==> src/rtl/fetch_unit_pkg.sv <==
// Shared definitions for the instruction fetch stage: FSM states, the
// next-PC selection encoding and the default widths and reset address.
package fetch_unit_pkg;

   localparam int              DEFAULT_ADDR_W    = 16;
   localparam int              DEFAULT_INST_W    = 18;
   localparam int              DEFAULT_RAS_DEPTH = 8;
   localparam logic [15:0]     DEFAULT_RESET_PC  = 16'h0000;

   typedef enum logic [0:0] {
      FETCH = 1'b0,
      HOLD  = 1'b1
   } fetch_state_t;

   typedef enum logic [1:0] {
      NPC_KEEP = 2'd0,
      NPC_INC  = 2'd1,
      NPC_JUMP = 2'd2,
      NPC_RET  = 2'd3
   } next_pc_sel_t;

   // Decode may raise several next-PC bits at once; a return always wins,
   // then a jump/CALL, then a plain increment, otherwise the PC is kept.
   function automatic next_pc_sel_t next_pc_select(input logic ret,
                                                   input logic jump,
                                                   input logic pc_inc);
      if (ret)
         return NPC_RET;
      else if (jump)
         return NPC_JUMP;
      else if (pc_inc)
         return NPC_INC;
      else
         return NPC_KEEP;
   endfunction

endpackage

==> src/rtl/fetch_unit_if.sv <==
// Instruction-memory request/acknowledge bus between the fetch stage
// (master) and the instruction memory (slave).
interface fetch_unit_if #(
   parameter int ADDR_W = 16,
   parameter int INST_W = 18
);
   logic [ADDR_W-1:0] imem_addr;
   logic              imem_req;
   logic              imem_ack;
   logic [INST_W-1:0] imem_data;

   modport master (
      output imem_addr,
      output imem_req,
      input  imem_ack,
      input  imem_data
   );

   modport slave (
      input  imem_addr,
      input  imem_req,
      output imem_ack,
      output imem_data
   );
endinterface

==> src/rtl/fetch_unit_return_addr_stack.sv <==
// Circular return-address stack. A push into a full stack overwrites the
// oldest entry because the write pointer simply wraps; the count saturates.
module return_addr_stack #(
   parameter int DEPTH  = 8,
   parameter int DATA_W = 16
) (
   input  logic              clk,
   input  logic              rst_n,
   input  logic              push,
   input  logic              pop,
   input  logic [DATA_W-1:0] push_data,
   output logic [DATA_W-1:0] top,
   output logic              full,
   output logic              empty
);
   localparam int PTR_W = $clog2(DEPTH);
   localparam int CNT_W = $clog2(DEPTH + 1);

   logic [DATA_W-1:0] entries [DEPTH];
   logic [PTR_W-1:0]  wr_ptr;
   logic [PTR_W-1:0]  top_ptr;
   logic [CNT_W-1:0]  count;

   assign top_ptr = wr_ptr - PTR_W'(1);
   assign top     = entries[top_ptr];
   assign full    = (count == CNT_W'(DEPTH));
   assign empty   = (count == '0);

   // Storage needs no reset: an entry is only read once a push has filled it.
   always_ff @(posedge clk) begin
      if (push)
         entries[wr_ptr] <= push_data;
   end

   // Pointer and occupancy; a pop from an empty stack leaves both unchanged.
   always_ff @(posedge clk or negedge rst_n) begin
      if (!rst_n) begin
         wr_ptr <= '0;
         count  <= '0;
      end else if (push) begin
         wr_ptr <= wr_ptr + PTR_W'(1);
         if (!full)
            count <= count + CNT_W'(1);
      end else if (pop && !empty) begin
         wr_ptr <= top_ptr;
         count  <= count - CNT_W'(1);
      end
   end
endmodule

==> src/rtl/fetch_unit.sv <==
// Instruction fetch stage: owns the PC, fetches one instruction at a time
// over the imem handshake, holds it for decode and applies the next-PC
// decision (increment, jump/CALL, RET) when decode retires it.
module fetch_unit
   import fetch_unit_pkg::*;
#(
   parameter int              ADDR_W    = DEFAULT_ADDR_W,
   parameter int              INST_W    = DEFAULT_INST_W,
   parameter int              RAS_DEPTH = DEFAULT_RAS_DEPTH,
   parameter logic [ADDR_W-1:0] RESET_PC = ADDR_W'(DEFAULT_RESET_PC)
) (
   input  logic              clk,
   input  logic              rst_n,
   fetch_unit_if.master      imem,
   output logic [INST_W-1:0] instruction,
   output logic              inst_valid,
   input  logic              inst_ready,
   input  logic              pc_inc,
   input  logic              jump,
   input  logic              ret,
   input  logic              call,
   input  logic [ADDR_W-1:0] jump_addr,
   output logic [ADDR_W-1:0] pc,
   output logic              ras_overflow,
   output logic              ras_underflow
);
   fetch_state_t      state;
   next_pc_sel_t      npc_sel;
   logic              imem_req_q;
   logic              retire;
   logic [ADDR_W-1:0] pc_plus_one;
   logic              ras_push;
   logic              ras_pop;
   logic [ADDR_W-1:0] ras_top;
   logic              ras_full;
   logic              ras_empty;

   assign imem.imem_req  = imem_req_q;
   assign imem.imem_addr = pc;

   assign retire      = (state == HOLD) && inst_valid && inst_ready;
   assign npc_sel     = next_pc_select(ret, jump, pc_inc);
   assign pc_plus_one = pc + ADDR_W'(1);
   assign ras_push    = retire && (npc_sel == NPC_JUMP) && call;
   assign ras_pop     = retire && (npc_sel == NPC_RET) && !ras_empty;

   return_addr_stack #(
      .DEPTH  (RAS_DEPTH),
      .DATA_W (ADDR_W)
   ) u_ras (
      .clk       (clk),
      .rst_n     (rst_n),
      .push      (ras_push),
      .pop       (ras_pop),
      .push_data (pc_plus_one),
      .top       (ras_top),
      .full      (ras_full),
      .empty     (ras_empty)
   );

   // Fetch/hold sequencer with registered request and valid. After reset the
   // request rises one cycle late, so an ack left over from before reset is
   // ignored; on retire the request rises in the same edge for back-to-back
   // fetches.
   always_ff @(posedge clk or negedge rst_n) begin
      if (!rst_n) begin
         state         <= FETCH;
         pc            <= RESET_PC;
         imem_req_q    <= 1'b0;
         inst_valid    <= 1'b0;
         instruction   <= '0;
         ras_overflow  <= 1'b0;
         ras_underflow <= 1'b0;
      end else begin
         case (state)
            FETCH: begin
               if (!imem_req_q) begin
                  imem_req_q <= 1'b1;
               end else if (imem.imem_ack) begin
                  instruction <= imem.imem_data;
                  imem_req_q  <= 1'b0;
                  inst_valid  <= 1'b1;
                  state       <= HOLD;
               end
            end
            HOLD: begin
               if (retire) begin
                  inst_valid <= 1'b0;
                  imem_req_q <= 1'b1;
                  state      <= FETCH;
                  case (npc_sel)
                     NPC_RET: begin
                        if (ras_empty) begin
                           pc            <= RESET_PC;
                           ras_underflow <= 1'b1;
                        end else begin
                           pc <= ras_top;
                        end
                     end
                     NPC_JUMP: begin
                        pc <= jump_addr;
                        if (call && ras_full)
                           ras_overflow <= 1'b1;
                     end
                     NPC_INC:  pc <= pc_plus_one;
                     default:  pc <= pc;
                  endcase
               end
            end
            default: state <= FETCH;
         endcase
      end
   end
endmodule

==> src/flat_wrapper.sv <==
// flat-port wrapper written by rule: the top's interface ports become plain ports
module fetch_unit_flat import fetch_unit_pkg::*;
#(
   parameter int              ADDR_W    = DEFAULT_ADDR_W,
   parameter int              INST_W    = DEFAULT_INST_W,
   parameter int              RAS_DEPTH = DEFAULT_RAS_DEPTH,
   parameter logic [ADDR_W-1:0] RESET_PC = ADDR_W'(DEFAULT_RESET_PC)
)
  (clk, rst_n, instruction, inst_valid, inst_ready, pc_inc, jump, ret, call, jump_addr, pc, ras_overflow, ras_underflow, imem_imem_addr, imem_imem_req, imem_imem_ack, imem_imem_data);
  fetch_unit_if #(.ADDR_W(ADDR_W), .INST_W(INST_W)) imem_i ();
  input  logic clk;
  input  logic rst_n;
  output logic [INST_W-1:0] instruction;
  output logic inst_valid;
  input  logic inst_ready;
  input  logic pc_inc;
  input  logic jump;
  input  logic ret;
  input  logic call;
  input  logic [ADDR_W-1:0] jump_addr;
  output logic [ADDR_W-1:0] pc;
  output logic ras_overflow;
  output logic ras_underflow;
  output wire logic [$bits(imem_i.imem_addr)-1:0] imem_imem_addr;
  output wire logic [$bits(imem_i.imem_req)-1:0] imem_imem_req;
  input wire logic [$bits(imem_i.imem_ack)-1:0] imem_imem_ack;
  input wire logic [$bits(imem_i.imem_data)-1:0] imem_imem_data;
  assign imem_imem_addr = imem_i.imem_addr;
  assign imem_imem_req = imem_i.imem_req;
  assign imem_i.imem_ack = imem_imem_ack;
  assign imem_i.imem_data = imem_imem_data;
  fetch_unit #(.ADDR_W(ADDR_W), .INST_W(INST_W), .RAS_DEPTH(RAS_DEPTH), .RESET_PC(RESET_PC)) u_core (.clk(clk), .rst_n(rst_n), .imem(imem_i), .instruction(instruction), .inst_valid(inst_valid), .inst_ready(inst_ready), .pc_inc(pc_inc), .jump(jump), .ret(ret), .call(call), .jump_addr(jump_addr), .pc(pc), .ras_overflow(ras_overflow), .ras_underflow(ras_underflow));
endmodule
==> config.mk <==
export PLATFORM = sky130hd
export DESIGN_NAME = fetch_unit_flat
export DESIGN_NICKNAME = d
export VERILOG_FILES = /design/src/rtl/fetch_unit_pkg.sv /design/src/rtl/fetch_unit_if.sv /design/src/rtl/fetch_unit_return_addr_stack.sv /design/src/rtl/fetch_unit.sv /design/src/flat_wrapper.sv
export SDC_FILE = /design/constraint.sdc
export NUM_CORES = 1
export LEC_CHECK = 0
export ABC_AREA = 1
export CAP_MARGIN = 20
export CORE_MARGIN = 1.5
export CORE_UTILIZATION = 55
export CTS_CLUSTER_DIAMETER = 150
export DETAILED_ROUTE_END_ITERATION = 6
export GPL_ROUTABILITY_DRIVEN = 0
export PLACE_DENSITY = 0.8
export SYNTH_ARGS = -nofsm -noshare
export SYNTH_HDL_FRONTEND = slang
export SYNTH_SLANG_ARGS = --single-unit
==> constraint.sdc <==
create_clock -name clk -period 3.1 [get_ports clk]
set_clock_uncertainty 0.05 [all_clocks]
set_input_delay 0.62 -clock clk [delete_from_list [all_inputs] [get_ports clk]]
set_output_delay 0.62 -clock clk [all_outputs]
set_load 0.01 [all_outputs]
# Yosys cells after proc, flatten, opt, wreduce, memory -nomap -nowiden
# Memories as Yosys holds them, arrays and structs flattened.
# Index checks and enable logic that the tools add are counted.
# op_classes
addsub	5
n_eq_ne	8
muxes	24
n_bitwise	1
reduce_logical	18
# ops
op	n
case mux 16 bit (3 select lines)	1
adder 16 x 1 -> 16 bit, second input constant	1
2-to-1 mux 16 bit	1
2-to-1 mux 1 bit	12
2-to-1 mux 4 bit	3
AND reduction 3 bit	3
logical AND 1 bit	8
AND reduction 4 bit	2
2-to-1 mux 3 bit	2
!= test 2 bit, second input constant	3
case mux 1 bit (2 select lines)	3
adder 4 x 1 -> 4 bit, second input constant	1
equality test 2 bit, second input constant	2
equality test 4 bit, second input constant	1
logical NOT 4 bit	1
2-to-1 mux 2 bit	2
subtractor 4 x 1 -> 4 bit, second input constant	1
adder 3 x 1 -> 3 bit, second input constant	1
nonzero test 3 bit	1
subtractor 3 x 1 -> 3 bit, second input constant	1
equality test 2 x 1 -> 1 bit, second input constant	1
!= test 2 x 1 -> 1 bit, second input constant	1
AND reduction 2 bit	1
nonzero test 2 bit	1
2 further kinds	2
# totals
reg_bits	46
mem_bits_rw	128
inputBits	42
out_inout_bits	54
word_cells	66
mem_count	1
# memory_table
memory	words	width	rd	rd_ports_with_merged_regs	wr	line_no	text
u_core.u_ras.entries	8	16	1	0	1	fetch_unit_return_addr_stack.sv:19	logic [DATA_W-1:0] entries [DEPTH];

# Logic depth before layout (Yosys ltp)
# Gate-level depths: netlist of run 1.
# depth
depth_word	9
depth_mapped	16

# Modules after synthesis
# Synthesis of run 1 repeated with hierarchy kept, for this count alone.
# hier_totals
cells_unflattened	802
area_unflattened_um2	8125.3
# by_module_without_submodules
mod	n_inst	cells_each	area_per_inst_um2	seq_area_each_um2
return_addr_stack	1	503	5637.9	4018.9
fetch_unit	1	299	2487.4	975.9

# Least setup slack after synthesis of run 1
# No wires, ideal clock.
# synth_path
path_type	input -> register
start	input port jump
end	memory u_core.u_ras.entries[4][0] (enable)
setup_ps	409
t_arrival_ps	2673
slack_ps	-33
stages	8
path_cell_list	inv_1 -> a21oi_1 -> ha_1 -> buf_2 -> nand2_2 -> nor2_4 -> nand2_1 -> nor3_1
# synth_via
elab_chain_len	7
# synth_lines
element	line_no	text
from (decl)	flat_wrapper.sv:17	input logic jump;
2-to-1 mux 2 bit	fetch_unit_pkg.sv:29	else if (jump)
2-to-1 mux 2 bit	fetch_unit_pkg.sv:27	if (ret)
equality test 2 bit	fetch_unit.sv:44	assign ras_push = retire && (npc_sel == NPC_JUMP) && call;
logical AND 1 bit (2 in series)	fetch_unit.sv:44	
2-to-1 mux 1 bit	fetch_unit_return_addr_stack.sv:31	if (push)
2-to-1 mux 1 bit (implied by the code)	fetch_unit_return_addr_stack.sv:32	entries[wr_ptr] <= push_data;
to (decl)	fetch_unit_return_addr_stack.sv:19	
# Every way passes these cells.

# Worst setup path in the final report of run 1
# layout_path
start	input port jump
end	memory u_core.u_ras.entries[1][8] (enable)
# The elaborated chain is that of the path after synthesis.

==> results_dict.tcl, run 1 <==
set metrics [dict create \
    clk_latency_ps 430 \
    total_power_w 0.0102 \
    cellLeakagePower_nw 3.71 \
    worstSetupStartpointType "primary input" \
    cts_tree "yes" \
    grt_pass1_vias 5878 \
    syn_nets 785 \
    synth-seq-cells 174 \
    crit_required_ps 3190 \
    synth_compound_area_share_pct 8.91 \
    via_count 5794 \
    cts_resized 0 \
    numCtsBuffers 17 \
    clkPwrFrac_pct 21.1 \
    p_int_w 0.00617 \
    rr_worst_depth 9 \
    grt_overflow 0 \
    wl_per_cell_microns 18.0 \
    dp_hpwl_mm 12.8 \
    drive_gt1_share_pct 13.3 \
    drt_iter0_markers 606 \
    power_frac_comb_pct 44.3 \
    grt_max_degree 68 \
    cts_root_buffer "clkbuf_16" \
    synth_cell_types 41 \
    drv_slew 0 \
    yosys.area_share.simple_pct 16.9 \
    postCtsSetupBuffers 0 \
    hold_class "in -> async" \
    switchingPower_w 0.00398 \
    synth_mux_area_share_pct 2.55 \
    yosysSeqAreaShare_pct 62.8 \
    period_share_pct 83.5 \
    initial_utilization_pct 56.8 \
    nets 879 \
    cts.clk_slew.worst_paths_ps 70 \
    fp.dieH_microns 123 \
    synth_top_family_by_area "simple AND/OR/NAND/NOR gates" \
    cp_max_fo 10 \
    min_period_ps 2590 \
    track_usage_pct 26.2 \
    relSlewSlack_pct 45.9 \
    vias_per_cell 5.68 \
    p_per_area_nw_per_um2 1050 \
    p_seq_share_pct 34.6 \
    swShare_pct 39.2 \
    cp_data_arrival_time_ps 2670 \
    cts_buffer_depth 2 \
    final_hold_viol_count 0 \
    critPathKind "in -> reg" \
    synth_area_sq_um 7950 \
    final.setup.tns_ps 0 \
    drc 0 \
    maxCapViolations 0 \
    cp-end-kind "register" \
    die_w_microns 123 \
    wirelength_mm 18.4 \
    die_area_sq_um 15200 \
    place_ws_ps 77.4 \
    synth_cells 734 \
    placementRows 43 \
    postRouteAntennaNets 0 \
    grt_pass1_wl_mm 29.8 \
    holdBufCountCts 0 \
    synth.avg_cell_area_sq_um 10.8 \
    setup_violations 0 \
    final_core_util_pct 69.1 \
    cts_num_sinks 174 \
    dr.pass1.iters 5 \
    ios 96 \
    status "completed" \
    synth_adder_area_share_pct 1.42 \
    htreeDepth 4 \
    diodes 0 \
    yosysWarningCount 0 \
    fmax_mhz 387 \
    ir_drop_mv 0.728 \
    design.core.area_sq_um 14000 \
    rsz0062_at_grt "false" \
    area_growth_pct 21.6 \
    synth-xor-area-share_pct 1.61 \
    io_buffers 95 \
    fin_ws_ps 513 \
    antenna_found_initial 0 \
    worst_pin_slew_ps 809 \
]
routing by layer:
| metal | GRT usage [%] | part of all wire (%) | vias up |
|---|---|---|---|
| met4 | 9.91 | 1.9 | 0 |
| met1 | 34.2 | 41 | 2777 |
| li1 | - | - | 2698 |
| met3 | 6.60 | 8.8 | 35 |
| met5 | 0 | 0 | - |
| met2 | 42.5 | 49 | 284 |
cell usage in the layout, fill, tap and decap left out, types with 4 or more instances in the layout:
| cell type | Yosys | final |
|---|---|---|
| inv_1 | 28 | 28 |
| clkdlybuf4s50_1 | 0 | 94 |
| nand3_1 | 39 | 39 |
| o21ai_1 | 7 | 7 |
| xor2_1 | 8 | 8 |
| mux2_2 | 18 | 18 |
| ha_1 | 9 | 9 |
| o211ai_1 | 19 | 19 |
| inv_2 | 6 | 6 |
| nor2_1 | 134 | 134 |
| and2_1 | 8 | 8 |
| nor2_2 | 4 | 4 |
| clkinv_4 | 0 | 4 |
| buf_4 | 22 | 27 |
| edfxtp_1 | 128 | 128 |
| nand2_1 | 106 | 106 |
| nand4_1 | 4 | 4 |
| a21oi_1 | 15 | 15 |
| nor3_2 | 0 | 6 |
| o21ai_0 | 66 | 66 |
| nand2_2 | 5 | 5 |
| clkbuf_16 | 0 | 17 |
| dfrtp_1 | 46 | 45 |
area by class of cell:
class / instances / area [sq um]
tap: 180 / 225
inverter: 35 / 131
clock inverter: 13 / 166
clock buffer: 18 / 429
fill: 976 / 4330
sequential: 174 / 5000
timing repair buffer: 124 / 1190
multi-input combinational: 476 / 2530
stage by stage:
| step | instance area [sq um] | hold slack (ps) | instances |
|---|---|---|---|
| after floorplan | 7950 | 274 | 734 |
| after global placement | 9050 | 402 | 988 |
| after detailed placement | 9050 | 406 | 988 |
| after CTS | 9640 | 355 | 1019 |
| after global routing | 9660 | 80.9 | 1020 |
| final | 9660 | 48.6 | 1020 |
cell families (layout without fill, tap and decap cells):
group                    Yosys count  after routing
multiplexers                      18             18
buffers and inverters             84            190
flip-flops                       174            174
AO/OA/AOI/OAI                    122            122
adder cells (fa/ha/maj)            9              9
AND/OR/NAND/NOR                  315            315
XOR/XNOR                          12             12
synthesized netlist by cell type (all sizes together):
| master | instances | area share, % |
|---|---|---|
| xor2 | 9 | 1.1 |
| a21oi | 17 | 1.2 |
| o211ai | 19 | 1.8 |
| mux2 | 18 | 2.6 |
| nand4 | 4 | 0.31 |
| edfxtp | 128 | 48 |
| o21ai | 74 | 4.8 |
| a22oi | 1 | 0.094 |
| clkbuf | 6 | 0.30 |
| ha | 9 | 1.4 |
| o221ai | 1 | 0.11 |
| a31o | 1 | 0.11 |
| nand3 | 41 | 2.7 |
| o22ai | 3 | 0.24 |
| inv | 34 | 1.6 |
| dfrtp | 46 | 14 |
| o21bai | 2 | 0.19 |
| nor3 | 6 | 0.38 |
| a22o | 3 | 0.33 |
| buf | 43 | 3.8 |
| xnor2 | 3 | 0.52 |
| nor2 | 141 | 7.1 |
| clkinv | 1 | 0.047 |
| nand3b | 4 | 0.43 |
| nand2 | 111 | 5.4 |
| a31oi | 1 | 0.079 |
| and2 | 8 | 0.63 |
power groups by stage:
stage,Combinational (W),Sequential (W),Clock (W)
4_1_cts,0.00448,0.00350,0.00216
5_1_grt,0.00491,0.00356,0.00226
3_3_place_gp,0.00429,0.00352,0
6_report,0.00450,0.00351,0.00215
3_5_place_dp,0.00443,0.00354,0
2_1_floorplan,0.00281,0.00357,0
flip-flops by register name, indices dropped and copies added, names as in the netlist:
register               count
u_core.u_ras.entries     128
u_core.instruction        18
u_core.imem.imem_addr     16
u_core.u_ras.count         4
u_core.u_ras.wr_ptr        3
u_core.imem.imem_req       1
u_core.inst_valid          1
u_core.ras_overflow        1
u_core.ras_underflow       1
u_core.state               1
worst paths after layout:
check | from | to | slack (ps)
worst max-delay path | jump | u_core.u_ras.entries[1][8] | 510
worst max register to register | u_core.u_ras.wr_ptr[1] | u_core.imem.imem_addr[8] | 710
min in group clk | u_core.ras_overflow | u_core.ras_overflow | 420
worst min-delay path | rst_n | u_core.instruction[4] | 50
max in group asynchronous | rst_n | u_core.imem.imem_addr[14] | 2450
worst min register to register | u_core.ras_overflow | u_core.ras_overflow | 420
worst max-delay path, cell delays in order:
cell	delay, ps
clkdlybuf4s50_1	480
inv_1	50
a21oi_1	230
ha_1	240
nand2_2	80
nor2_4	240
nand2_1	200
nor3_2	290
buf_4	250
Power figures use the tool's default switching activity.
==> run 2, diff against run 1 <==
CORE_UTILIZATION = 50   (was 55)
PLACE_DENSITY = 0.77   (was 0.8)
clock period = 2.3 ns   (was 3.1 ns; I/O delays follow)
==> run 2 against run 1 <==
Critical path type unchanged. Sequential power grew 34%. Largest power group unchanged. First-iteration DRC count grew 3.6%. Total power grew 38%. Largest cell class unchanged. Critical path depth grew 6.
==> results_dict.tcl, run 2 (synthesized netlist as in run 1, its figures left out) <==
set metrics [dict create \
    cellLeakagePower_nw 3.85 \
    largest-register "u_core.u_ras.entries" \
    grt_pass1_wl_mm 29.2 \
    largest_reg_flops 128 \
    via_count 5877 \
    htreeDepth 4 \
    hold_class "in -> async" \
    postRouteAntennaNets 0 \
    status "completed" \
    place_inst 1032 \
    cp_max_fo 4 \
    final-instance-count-excl-fill 1065 \
    placedInstanceArea_sq_um 9410 \
    fmax_mhz 452 \
    placementRows 45 \
    finalInstanceArea_sq_um 10000 \
    wl_per_cell_microns 17.6 \
    cts_root_buffer "clkbuf_16" \
    diodes 0 \
    cts_buffer_depth 2 \
    vias_per_cell 5.52 \
    die_area_sq_um 16700 \
    setup_violations 0 \
    track_usage_pct 23.2 \
    dp_hpwl_mm 12.8 \
    grt_max_degree 68 \
    place_ws_ps -402 \
    drv_slew 0 \
    holdBufCountCts 0 \
    fin_ws_ps 88.0 \
    critPathKind "in -> reg" \
    mostFrequentLayoutCell "nor2_1" \
    drc 0 \
    ir_drop_mv 1.05 \
    total_power_w 0.0141 \
    final_hold_viol_count 0 \
    die_w_microns 129 \
    ios 96 \
    design.core.area_sq_um 15400 \
    grt_overflow 0 \
    drt_iter0_markers 628 \
    layout_common_cells "nor2_1, edfxtp_1, nand2_1, clkdlybuf4s50_1, o21ai_0" \
    rsz0062_at_grt "true" \
    wirelength_mm 18.7 \
    worst_pin_slew_ps 798 \
    nets 893 \
    drive_gt1_share_pct 15.8 \
    cts_tree "yes" \
    maxCapViolations 0 \
    final_core_util_pct 65.3 \
    cp-end-kind "register" \
    cts.clk_slew.worst_paths_ps 70 \
    io_buffers 95 \
    fillerInstances 1117 \
    cp_data_arrival_time_ps 2490 \
    dr.pass1.iters 5 \
    worstSetupStartpointType "primary input" \
    initial_utilization_pct 51.7 \
    area_growth_pct 26.4 \
    antenna_found_initial 0 \
    relSlewSlack_pct 46.4 \
    cts_num_sinks 174 \
    p_per_area_nw_per_um2 1400 \
    period_share_pct 96.2 \
    clk_latency_ps 430 \
    fp.dieH_microns 129 \
    grt_pass1_vias 5804 \
    crit_required_ps 2570 \
    min_period_ps 2210 \
    numCtsBuffers 17 \
]
run 2: stage by stage:
stage | hold WS, ps | TNS (ps)
after floorplan | 114 | 0
after global placement | 407 | -27910
after detailed placement | 408 | -39350
after CTS | 13.7 | 0
after global routing | 33.7 | -9.85
final | 7.45 | 0
run 2: worst paths after layout:
| path | from | cells after the start | slack (ps) | to |
|---|---|---|---|---|
| setup / recovery | jump | 15 | 90 | u_core.u_ras.count[3] |
| hold / removal | rst_n | 1 | 7 | u_core.imem.imem_addr[9] |
| setup reg to reg | u_core.imem.imem_addr[1] | 7 | 210 | u_core.imem.imem_addr[4] |
| hold reg to reg | u_core.ras_overflow | 2 | 430 | u_core.ras_overflow |
| max in group asynchronous | rst_n | 2 | 1630 | u_core.ras_overflow |
| min in group clk | u_core.ras_overflow | 2 | 430 | u_core.ras_overflow |
run 2: where the power goes:
group          internal, W  switching [W]
clock              0.00173        0.00124
combinational      0.00261        0.00378
sequential         0.00423       0.000473
run 2: critical path, stage by stage:
cell and delay (ps):
clkdlybuf4s50_1 470, inv_1 50, a21oi_2 150, ha_2 220, nand2_2 90, inv_1 80, nand2_2 100, ha_4 290
inv_1 40, o21bai_1 170, inv_1 90, nand3b_1 110, nand2_1 70, nand2_1 60, nand2_1 50
run 2: repair_timing:
item,in CTS,in global routing
buffers inserted,0,2
gates resized for setup,0,2
endpoints found under the setup margin,0,2
run 2: area by class of cell:
cell class	instances	area (sq um)	area share [%]
multi-input cells	476	2600	25.9
clock buffers	17	425	4.24
repair buffers	138	1440	14.4
well taps	211	264	2.63
flip-flops and latches	174	5000	49.7
clock inverters	14	180	1.79
inverters	35	131	1.31
run 2: metal layers:
layer  routed length (microns)  vias to the layer above  GRT usage [%]  share of wire, %
met5                         0                        -              0                 0
met4                       444                        0           9.05               2.4
met3                       956                       42           5.12               5.1
met2                      9980                      233           41.0                53
met1                      7320                     2872           27.7                39
li1                          -                     2730              -                 -
==> patch 1: new RTL, flow settings as in run 2 <==
Register the output `ras_overflow` once more, cleared by the reset; this adds one clock of latency there. The other outputs are not delayed to match.
--- a/src/rtl/fetch_unit.sv
+++ b/src/rtl/fetch_unit.sv
@@ -26,2 +26,4 @@
 );
+
+   logic ras_overflow_s0;
    fetch_state_t      state;
@@ -71,3 +73,3 @@
          instruction   <= '0;
-         ras_overflow  <= 1'b0;
+         ras_overflow_s0 <= 1'b0;
          ras_underflow <= 1'b0;
@@ -102,3 +104,3 @@
                         if (call && ras_full)
-                           ras_overflow <= 1'b1;
+                           ras_overflow_s0 <= 1'b1;
                      end
@@ -113,2 +115,10 @@
    end
+   always_ff @(posedge clk or negedge rst_n) begin
+      if (!rst_n) begin
+         ras_overflow <= '0;
+      end else begin
+         ras_overflow <= ras_overflow_s0;
+      end
+   end
+
 endmodule
Formal check against the unedited RTL: same outputs for any inputs over 4 cycles, from zero or initial values and one cycle with rst_n low; that may be too few to reach the edited logic, so the function may still have changed.
==> patch 1 against run 2 <==
  * First-iteration DRC count is 19% lower
  * Cell count up 0.66%
  * Highest routed layer unchanged
  * Fmax is 1.2% higher
  * Cell area about the same
  * Register-to-register slack got worse by 0.08 ns
  * Area after synthesis hardly changed
  * Power rose by 0.91%
  * Hold slack better by 0.33 ns
  * Via count increased by 2.3%
  * Wire length up 7.8%
  * Setup slack better by 0.027 ns
  * Sequential cell count up 1
==> patch 1: results (changes against run 2) <==
run status complete, no violations; Clk pin slew, worst setup/hold paths 0.06 ns; Max stage delay cell, worst path clkdlybuf4s50_1; top cells by area, synth edfxtp_1, dfrtp_1, nor2_1; Num CTS Buffers 17 (unchanged); H-Tree Level Count 4 (unchanged); Clock Latency Late Sink 0.44 ns; asr flop ratio synth 0.269 (+0.00420); CP arrival 2.45 ns (-0.04 ns); ANT cells 0 (unchanged); final setup fails 0 (unchanged); dpl hpwl 13.8 mm (+7.2%); worst hold path class flop to flop; max incr delay on CP 0.48 ns; vias in the first global route 5873 (+1.2%); Clock Tree Buf Depth 2 (unchanged); Final nets 899 (+0.67%); IO buf count 95 (unchanged); post-synthesis sequential area ratio 0.631 (+0.00255); vias 6015 (+2.3%); IR drop worst, VDD 0.00114 V (+8.8%); crit path max fanout 3 (-1); clock sink count 175 (+0.57%); max reg flops 128 (unchanged); Lkg Pwr 3.84 nW (about the same); Synth Net Count 789 (+0.51%); antenna violations before repair 0 (unchanged); CP delay by family, top buffers and inverters; Root Driver clkbuf_16; Top reg by flops u_core.u_ras.entries; Rel. slew slack 0.423 (-0.0414); number of enable flip-flop cells after synthesis 128 (unchanged); synth unique cells 36 (-12%); Synth Warn # 0 (unchanged); first-pass GRT wire length 31.1 mm (+6.6%); Synth top cells by count nor2_1, edfxtp_1, nand2_1; Total GRT Usage 0.255 (+0.0232); Post-CTS Setup Bufs 0 (unchanged); Total Routed Length 20.2 mm (+7.8%); Iteration-0 DRC Markers 507 (-19%); layout cells sized above 1 0.156 (-0.00245)
## patch 1: logic make-up (layout without fill, tap and decap cells)
kind of cell	Yosys count	in the layout	share of synthesized area
simple gates	318	318	0.171
flops	175	175	0.631
compound gates	120	120	0.0867
buf+inv	86	209	0.0569
mux	18	18	0.0255
xor+xnor	12	12	0.0151
fa+ha+maj	9	9	0.0142
## patch 1: final timing paths
kind | start | end | slack, ns | cells after the start
setup / recovery | jump | u_core.u_ras.count[2] | 0.11 | 12
hold / removal | u_core.ras_overflow_s0 | u_core.ras_overflow | 0.33 | 0
setup reg to reg | u_core.u_ras.wr_ptr[1] | u_core.imem.imem_addr[13] | 0.13 | 10
hold reg to reg | u_core.ras_overflow_s0 | u_core.ras_overflow | 0.33 | 0
max in group asynchronous | rst_n | u_core.imem.imem_addr[11] | 1.04 | 3
min in group asynchronous | rst_n | u_core.ras_overflow_s0 | 0.41 | 2
## patch 1: layout make-up
| type | instances | area [um^2] |
|---|---|---|
| fill | 1111 | 5320 |
| sequential | 175 | 5020 |
| multi-input combinational | 477 | 2610 |
| timing repair buffer | 144 | 1440 |
| clock buffer | 17 | 425 |
| tap | 211 | 264 |
| clock inverter | 15 | 161 |
| inverter | 33 | 128 |
## patch 1: repair_timing
item,in CTS,in global routing
hold buffers,1,0
endpoints found under the setup margin,0,3
gates resized for setup,0,3
endpoints found under the hold margin,15,0
## patch 1: per-layer routing
| metal | track usage | vias up | routed length, um |
|---|---|---|---|
| li1 | - | 2739 | - |
| met2 | 0.439 | 272 | 10500 |
| met1 | 0.307 | 2954 | 7630 |
| met3 | 0.0512 | 50 | 1420 |
| met5 | 0 | - | 0 |
| met4 | 0.126 | 0 | 603 |
## patch 1: per-stage QoR
stage	cells	area [um^2]	worst slack, ns
6_report	1072	10000	0.115
2_1_floorplan	738	8070	0.0263
5_1_grt	1072	10000	0.00465
4_1_cts	1072	10000	0.142
3_3_place_gp	1039	9430	-0.268
3_5_place_dp	1039	9430	-0.287
## patch 1: worst reg2reg max path, stage by stage (launching register included)
cell and delay, ns:
dfrtp_1 0.35, inv_1 0.07, ha_1 0.41, clkinvlp_4 0.36
nor2_1 0.23, o21ai_0 0.12, nand3_1 0.18, nand3_1 0.13
nand2_1 0.10, a21oi_1 0.04, nor2_1 0.08
## patch 1: where the power goes
part           total, mW  internal [mW]  switching, mW
Combinational       6.62           2.61           4.01
Sequential          4.70           4.25          0.454
Clock               2.86           1.61           1.25
Total               14.2           8.47           5.72
==> patch 2: new RTL, config.mk and constraints of run 2 <==
Made on the original files. The package constant `DEFAULT_INST_W` goes from 18 to 36.
--- a/src/rtl/fetch_unit_pkg.sv
+++ b/src/rtl/fetch_unit_pkg.sv
@@ -5,3 +5,3 @@
    localparam int              DEFAULT_ADDR_W    = 16;
-   localparam int              DEFAULT_INST_W    = 18;
+   localparam int              DEFAULT_INST_W    = 36;
    localparam int              DEFAULT_RAS_DEPTH = 8;
Ports: changed (resized imem_imem_data and instruction); port bits go from 96 to 132. No check against the original RTL was run, so the function may have changed too.
==> patch 2 against run 2 <==
  * Sequential cell count rose by 18
  * Power rose by 8.2%
  * Wire length rose by 12%
  * Area after synthesis rose by 8.5%
  * Cell count rose by 8.4%
  * Cell area rose by 11%
  * Fmax rose by 1.9%
  * Non-clock buffer count rose by 43
  * Setup slack improved by 0.040 ns
  * Critical endpoint unchanged
  * Largest cell class unchanged
==> patch 2: results (changes against run 2) <==
largest net degree at the start of global routing 68 (unchanged); Post-CTS Setup Bufs 0 (unchanged); vias in the first global route 6145 (+5.9%); worst hold path class flop to flop; Top FF cell, synth edfxtp_1; Hold Buf Count CTS 1 (+1); Detailed Routing Iterations Pass 1 5 (unchanged); Total GRT Usage 0.242 (+0.00987); Lkg Pwr 4.30 nW (+12%); worst slew pin tran 0.707 ns (-0.0911 ns); vias 6280 (+6.9%); average routed wire per standard cell 18.1 um (+3.2%); Synth Net Count 841 (+7.1%); CP arrival 2.45 ns (-0.04 ns); run status complete, no violations; ANT cells 0 (unchanged); Clk pin slew, worst setup/hold paths 0.07 ns (about the same); Clock Tree Buf Depth 2 (unchanged); DP Worst Slack -0.420 ns (-0.0177 ns); IO buf count 131 (+38%); Max stage delay cell, worst path clkdlybuf4s50_1; layout cells sized above 1 0.171 (+0.0132); IR drop worst, VDD 0.000758 V (-28%); number of enable flip-flop cells after synthesis 128 (unchanged); first-pass GRT wire length 33.1 mm (+13%); Internal 9.32 mW (+8.8%); Synth Warn # 0 (unchanged); antenna violations before repair 0 (unchanged); max reg flops 128 (unchanged); top cells by area, synth edfxtp_1, dfrtp_1, nor2_1; crit path max fanout 4 (unchanged); Clock Latency Late Sink 0.44 ns; post-CTS sizing 0 (unchanged); max incr delay on CP 0.48 ns; Top reg by flops u_core.u_ras.entries; post-synthesis sequential area ratio 0.631 (+0.00299); H-Tree Level Count 4 (unchanged); asr flop ratio synth 0.333 (+0.0690); dpl hpwl 13.8 mm (+7.6%); clock sink count 192 (+10%); combinational power share 0.460 (+0.006); Fillers 1262 (+13%); synth unique cells 42 (+2.4%); Num CTS Buffers 17 (unchanged); Iteration-0 DRC Markers 539 (-14%); Final nets 990 (+11%); Synth top cells by count nor2_1, edfxtp_1, nand2_1
patch 2: cells by family (layout without fill, tap and decap cells):
| family | Yosys count | count (layout) | share of synthesized area |
|---|---|---|---|
| buffers and inverters | 86 | 248 | 0.0547 |
| and+or+nand+nor | 315 | 315 | 0.157 |
| AOI/OAI and AO/OA | 122 | 122 | 0.0821 |
| xor gates and xnor gates | 12 | 12 | 0.0148 |
| muxes | 36 | 36 | 0.0470 |
| DFF | 192 | 192 | 0.631 |
| adders and majority gates | 9 | 9 | 0.0131 |
patch 2: routing by layer:
layer | GRT usage | vias to the layer above | wire (um) | part of all wire
met1 | 0.315 | 3043 | 8630 | 0.41
met5 | 0 | - | 0 | 0
met3 | 0.0552 | 26 | 1450 | 0.069
met4 | 0.0687 | 0 | 365 | 0.017
li1 | - | 2952 | - | -
met2 | 0.407 | 259 | 10500 | 0.50
patch 2: power by group through the flow:
stage	logic (mW)	clock network (mW)	registers, mW
3_3_place_gp	6.78	0	5.31
5_1_grt	7.62	3.11	5.36
2_1_floorplan	4.06	0	5.48
6_report	7.00	2.94	5.27
3_5_place_dp	6.89	0	5.34
4_1_cts	6.98	2.96	5.27
patch 2: worst paths after layout:
| kind | slack (ns) | cells past startpoint | start | endpoint |
|---|---|---|---|---|
| max | 0.13 | 16 | jump | u_core.u_ras.count[3] |
| max in group asynchronous | 1.08 | 3 | rst_n | u_core.imem.imem_addr[12] |
| min in group asynchronous | 0.49 | 2 | rst_n | u_core.ras_underflow |
| min reg2reg | 0.43 | 2 | u_core.ras_overflow | u_core.ras_overflow |
| min | 0.43 | 2 | u_core.ras_overflow | u_core.ras_overflow |
| max reg2reg | 0.38 | 9 | u_core.u_ras.wr_ptr[0] | u_core.imem.imem_addr[8] |
patch 2: worst max-delay path: cells and delay by family:
family                   cells  cell delay, ns
buffers and inverters        6            0.83
AND/OR/NAND/NOR              6            0.40
AO/OA/AOI/OAI                2            0.27
adder cells (fa/ha/maj)      2            0.50
patch 2: cell type report:
| class | instances | area [um^2] | share of cell area |
|---|---|---|---|
| flip-flops and latches | 192 | 5450 | 0.490 |
| inverters | 35 | 131 | 0.0118 |
| clock inverters | 15 | 169 | 0.0152 |
| clock buffers | 17 | 425 | 0.0383 |
| multi-input cells | 494 | 2810 | 0.253 |
| well taps | 220 | 275 | 0.0248 |
| repair buffers | 181 | 1850 | 0.166 |
patch 2: metrics by stage:
stage / utilization / std cells / setup TNS, ns / instance area (um^2)
6_report: 0.665 / 1154 / 0 / 11100
5_1_grt: 0.665 / 1154 / -0.00435 / 11100
4_1_cts: 0.662 / 1152 / 0 / 11100
3_5_place_dp: 0.626 / 1119 / -35.86 / 10500
3_3_place_gp: 0.626 / 1119 / -28.09 / 10500
2_1_floorplan: - / 772 / 0 / 8720
